--- src/rtl/uart_cmd_pkg.sv ---
// Shared types and codes for the UART command dispatcher.
// Pure declarations, no logic and therefore no latency.
// No flow control here; consumers own all handshaking.
package uart_cmd_pkg;

  typedef enum logic [1:0] {
    ST_IDLE = 2'd0,
    ST_RUN  = 2'd1,
    ST_ERR  = 2'd2
  } state_t;

  // err_code values
  localparam logic [1:0] ERR_NONE = 2'd0;
  localparam logic [1:0] ERR_OPC  = 2'd1;
  localparam logic [1:0] ERR_TMO  = 2'd2;

  // status LED codes
  localparam logic [1:0] LED_IDLE = 2'd0;
  localparam logic [1:0] LED_RUN  = 2'd1;
  localparam logic [1:0] LED_ERR  = 2'd2;

endpackage

--- src/rtl/cmd_opcode_decoder.sv ---
// Matches a command byte against a packed per-channel opcode table.
// Purely combinational, zero latency.
// No backpressure; result is valid whenever cmd is.
module cmd_opcode_decoder #(
  parameter int DW = 8,
  parameter int NCH = 2,
  parameter int CW = (NCH > 1) ? $clog2(NCH) : 1
) (
  input  logic [DW-1:0]     cmd,
  input  logic [NCH*DW-1:0] opcodes,
  output logic              hit,
  output logic [CW-1:0]     idx
);

  // Scan from the top down so the lowest matching channel is the last writer.
  always_comb begin
    hit = 1'b0;
    idx = '0;
    for (int i = NCH - 1; i >= 0; i--) begin
      if (opcodes[i*DW +: DW] == cmd) begin
        hit = 1'b1;
        idx = CW'(i);
      end
    end
  end

endmodule

--- src/rtl/uart_cmd_dispatcher.sv ---
// Dispatches UART command bytes to one of NCH engines, with watchdog and error reporting.
// Latency 1: start/busy/status/err update on the edge after rx_valid or done is sampled.
// No backpressure: commands arriving while a channel runs are dropped and flag overrun.
module uart_cmd_dispatcher
  import uart_cmd_pkg::*;
#(
  parameter int DW = 8,
  parameter int NCH = 2,
  parameter logic [NCH*DW-1:0] OPCODES = {8'h0F, 8'hF0},
  parameter int TIMEOUT = 1000000,
  // derived widths, not meant to be overridden
  parameter int CW = (NCH > 1) ? $clog2(NCH) : 1,
  parameter int TW = ($clog2(TIMEOUT + 1) > 0) ? $clog2(TIMEOUT + 1) : 1
) (
  input  logic           clk,
  input  logic           rst,
  input  logic           rx_valid,
  input  logic [DW-1:0]  rx_data,
  input  logic [NCH-1:0] done,
  input  logic           clr_err,
  output logic [NCH-1:0] start,
  output logic           busy,
  output logic [CW-1:0]  ch_idx,
  output logic           err,
  output logic [1:0]     err_code,
  output logic           overrun,
  output logic [1:0]     status
);

  // Watchdog fires on the RUN cycle where the counter reads TIMEOUT-1,
  // so start stays high for exactly TIMEOUT cycles. TIMEOUT=0 disables it.
  localparam bit          WD_EN   = (TIMEOUT != 0);
  localparam logic [TW-1:0] WD_LAST = (TIMEOUT != 0) ? TW'(TIMEOUT - 1) : '0;

  state_t        state;
  logic [TW-1:0] wd;
  logic          hit;
  logic [CW-1:0] hit_idx;

  cmd_opcode_decoder #(
    .DW  (DW),
    .NCH (NCH),
    .CW  (CW)
  ) u_dec (
    .cmd     (rx_data),
    .opcodes (OPCODES),
    .hit     (hit),
    .idx     (hit_idx)
  );

  // Single FSM register block: state, watchdog, and all registered outputs.
  always_ff @(posedge clk) begin
    if (rst) begin
      state    <= ST_IDLE;
      wd       <= '0;
      start    <= '0;
      busy     <= 1'b0;
      ch_idx   <= '0;
      err      <= 1'b0;
      err_code <= ERR_NONE;
      overrun  <= 1'b0;
      status   <= LED_IDLE;
    end else begin
      // clr_err drops the sticky overrun in every state; a new overrun in RUN below wins.
      if (clr_err) overrun <= 1'b0;

      case (state)
        ST_IDLE: begin
          if (rx_valid) begin
            if (hit) begin
              state    <= ST_RUN;
              start    <= NCH'(1) << hit_idx;
              busy     <= 1'b1;
              ch_idx   <= hit_idx;
              status   <= LED_RUN;
              wd       <= '0;
            end else begin
              state    <= ST_ERR;
              err      <= 1'b1;
              err_code <= ERR_OPC;
              status   <= LED_ERR;
            end
          end
        end

        ST_RUN: begin
          if (rx_valid) overrun <= 1'b1;
          // done on the active channel beats a coincident timeout
          if (done[ch_idx]) begin
            state  <= ST_IDLE;
            start  <= '0;
            busy   <= 1'b0;
            status <= LED_IDLE;
          end else if (WD_EN && (wd == WD_LAST)) begin
            state    <= ST_ERR;
            start    <= '0;
            busy     <= 1'b0;
            err      <= 1'b1;
            err_code <= ERR_TMO;
            status   <= LED_ERR;
          end else if (wd != {TW{1'b1}}) begin
            wd <= wd + 1'b1;
          end
        end

        ST_ERR: begin
          // a valid command outranks clr_err and restarts directly
          if (rx_valid && hit) begin
            state    <= ST_RUN;
            start    <= NCH'(1) << hit_idx;
            busy     <= 1'b1;
            ch_idx   <= hit_idx;
            err      <= 1'b0;
            err_code <= ERR_NONE;
            status   <= LED_RUN;
            wd       <= '0;
          end else if (rx_valid) begin
            err_code <= ERR_OPC;
          end else if (clr_err) begin
            state    <= ST_IDLE;
            err      <= 1'b0;
            err_code <= ERR_NONE;
            status   <= LED_IDLE;
          end
        end

        default: begin
          state    <= ST_IDLE;
          start    <= '0;
          busy     <= 1'b0;
          err      <= 1'b0;
          err_code <= ERR_NONE;
          status   <= LED_IDLE;
        end
      endcase
    end
  end

endmodule

--- config.mk ---
export PLATFORM = sky130hd
export DESIGN_NAME = uart_cmd_dispatcher
export DESIGN_NICKNAME = d
export VERILOG_FILES = /design/src/rtl/uart_cmd_pkg.sv /design/src/rtl/cmd_opcode_decoder.sv /design/src/rtl/uart_cmd_dispatcher.sv
export SDC_FILE = /design/constraint.sdc
export NUM_CORES = 1
export LEC_CHECK = 0
export BUFFER_PORTS_ARGS = -buffer_cell sky130_fd_sc_hd__buf_4
export CORE_MARGIN = 2
export CORE_UTILIZATION = 50
export CTS_CLUSTER_DIAMETER = 80
export CTS_CLUSTER_SIZE = 25
export DETAILED_ROUTE_END_ITERATION = 7
export HOLD_SLACK_MARGIN = 0.02
export PLACE_DENSITY_LB_ADDON = 0.1
export SLEW_MARGIN = 25
export SYNTH_ARGS = -nofsm -noshare
export SYNTH_HDL_FRONTEND = slang
export SYNTH_SLANG_ARGS = --single-unit
--- constraint.sdc ---
create_clock -name clk -period 2.4 [get_ports clk]
set_input_delay 0.36 -clock clk [delete_from_list [all_inputs] [get_ports clk]]
set_output_delay 0.36 -clock clk [all_outputs]
set_load 0.01 [all_outputs]
==> metrics <==
IO Port Bufs 23; GP Congestion 0.887; worst ir drop on vdd 0.333 mV; synth warn 0; Routed Antenna Nets 0; dpl cells 273; hold crit path type in2reg; Reg power frac 53.8%; Syn-to-layout area delta 19.8%; Final nets 251; post-synthesis sequential area ratio 37.5%; CTS tree yes; status finished, final reports clean; Setup Skew 12.5 ps; Lkg Pwr 0.724 nW; Slew @ Worst Pin 452 ps; CP startpoint kind register; first-pass GRT wire length 6800 um; clock network power share 39.6%; Max-slew headroom 69.8%; Post-synth EDFFs 0; synthesized instance count 208; Worst-path clk slew 100 ps; number of clock sinks 30; Synth async-reset ratio 0%; detailed-route wire length per cell 14.3 um; Num CTS Buffers 5; PwrDens 490 nW/um^2; drt total wl 4020 um; Post-CTS Setup Inserts 0; max-slew violations 0; total grt overflow 0; Seq cells post-synth 30; unrepaired setup endpoints after global routing no; DRC errors left 0; crit path time final 2180 ps; DIE AREA 3670 um^2; CP Cell Sequence ha_1 -> and3_1 -> nand3_2 -> or4_4 -> a211oi_4 -> buf_6 -> o21ai_0 -> o21ai_0; Die Wd 60.6 um; Final Hold Viols 0; internal power 0.000734 W; Core ar. 3050 um^2; Worst setup EP type register; dpl hpwl 2940 um; final setup TNS 0 ps; Post-Syn Nets 223; Top Family by Delay on Critical Path simple AND/OR/NAND/NOR gates; CP most frequent cell o21ai_0; routed vias 1,661; boundary pin count 24; area of the mapped netlist 1600 um^2; final setup fails 0; most frequent cells in the layout 30 x dfxtp_1, 28 x buf_4, 27 x nor2_1; Final Cycle Share 90.9%; Tot GR Track Use 24.5%; vias in the first global route 1,500; worst r2r path cells 8; commonest non-fill, non-tap cell in the layout dfxtp_1; NetSw 0.000206 W; Critical path buffers and inverters 1; number of cells on the critical path 8; max cap viols 0; Clock Path Buffers 2; n_diodes 0; first drt pass iteration count 4; Hold Path Stages 2; top_reg_cell synth dfxtp_1; clk root buf clkbuf_4; CP max stage delay 480 ps; htree depth 2; Gate power share 6.6%; pin count of the biggest net entering global routing 18; initial antenna violation count 0; worst-skew pair later-pin latency 340 ps; Finished Layout Cells 281; starting density of the core 52.4%; Initial DRC Count 141; CP max FO 17; CP max stage cell or4_4; layout cells sized above 1 19.4%; Die Y 60.6 um; Peak Freq 458 MHz; row count 20; Setup CP Type reg2reg; via/cell ratio 5.91; CP arrival 2440 ps; Worst Path Required 2650 ps; post-synth cell types 40; Net Sw Frac 21.9%; Avg Cell Area, Syn 7.69 um^2
-- logic make-up after synthesis --
kind of cell    synth area share [%]
fa+ha+maj                      0.782
simple gates                    30.1
compound gates                  27.8
buf+inv                         3.13
mux                            0.704
flops                           37.5
-- metrics by stage --
stage | hold slack, ps | setup slack (ps) | cell area [um^2] | util, % | total power, W
floorplan | 430 | 336 | 1600 | - | 0.000547
global placement | 451 | 305 | 1830 | 60.1 | 0.000576
detailed placement | 456 | 217 | 1830 | 60.1 | 0.000578
CTS | 300 | 193 | 1910 | 62.7 | 0.000946
global route | 312 | 28.4 | 1920 | 62.8 | 0.000972
finish | 305 | 218 | 1920 | 62.8 | 0.000940
-- final timing paths --
| kind | slack, ps | from | endpoint |
|---|---|---|---|
| worst max-delay path | 220 | wd[0] | wd[11] |
| worst min-delay path | 300 | rst | start[1] |
| worst max register to register | 220 | wd[0] | wd[11] |
| worst min register to register | 470 | start[1] | start[1] |
-- power by group through the flow --
stage               Sequential, W  Clock, W  Combinational (W)
CTS                      0.000506  0.000379          0.0000610
finish                   0.000506  0.000372          0.0000616
global route             0.000507  0.000397          0.0000675
global placement         0.000517         0          0.0000589
detailed placement       0.000518         0          0.0000607
floorplan                0.000517         0          0.0000303
-- per-layer routing --
metal / part of all wire (%) / global-route usage, % / up-vias / wire length, um
met5: 0 / 0 / - / 0
met4: 1.1 / 7.76 / 0 / 45
met3: 5.9 / 7.04 / 5 / 237
met2: 46 / 37.3 / 43 / 1850
met1: 47 / 33.6 / 782 / 1890
li1: - / - / 831 / -
-- cell type report --
| type | instances | area (um^2) |
|---|---|---|
| sequential | 30 | 601 |
| tap | 44 | 55.1 |
| inverter | 3 | 11.3 |
| clock buffer | 8 | 78.8 |
| multi-input combinational | 167 | 950 |
| timing repair buffer | 29 | 221 |
| fill | 298 | 1140 |
-- registers in the layout, indices dropped and copies added (netlist names) --
signal    count
wd           20
err_code      2
start         2
state         2
busy          1
ch_idx        1
err           1
overrun       1
-- cells in the mapped netlist, types with 3 or more instances --
| master | n | area, um^2 |
|---|---|---|
| dfxtp_1 | 30 | 601 |
| nor2_1 | 27 | 101 |
| o21ai_0 | 21 | 105 |
| a21oi_1 | 18 | 90.1 |
| nand2_1 | 17 | 63.8 |
| o21ai_1 | 9 | 45.0 |
| nand4_1 | 7 | 43.8 |
| nor3_1 | 7 | 35.0 |
| o31ai_1 | 7 | 52.6 |
| a31oi_1 | 6 | 37.5 |
| clkbuf_1 | 6 | 22.5 |
| nand3_1 | 6 | 30.0 |
| and3_1 | 5 | 31.3 |
| and2_1 | 4 | 25.0 |
| and4_1 | 3 | 26.3 |
| inv_1 | 3 | 11.3 |
-- timing repair --
action / CTS / global route
hold endpoints to repair: 0 / 0
setup endpoints to repair: 0 / 3
resized for setup: 0 / 1
hold buffers: 0 / 0
(Power assumes the default switching activity.)
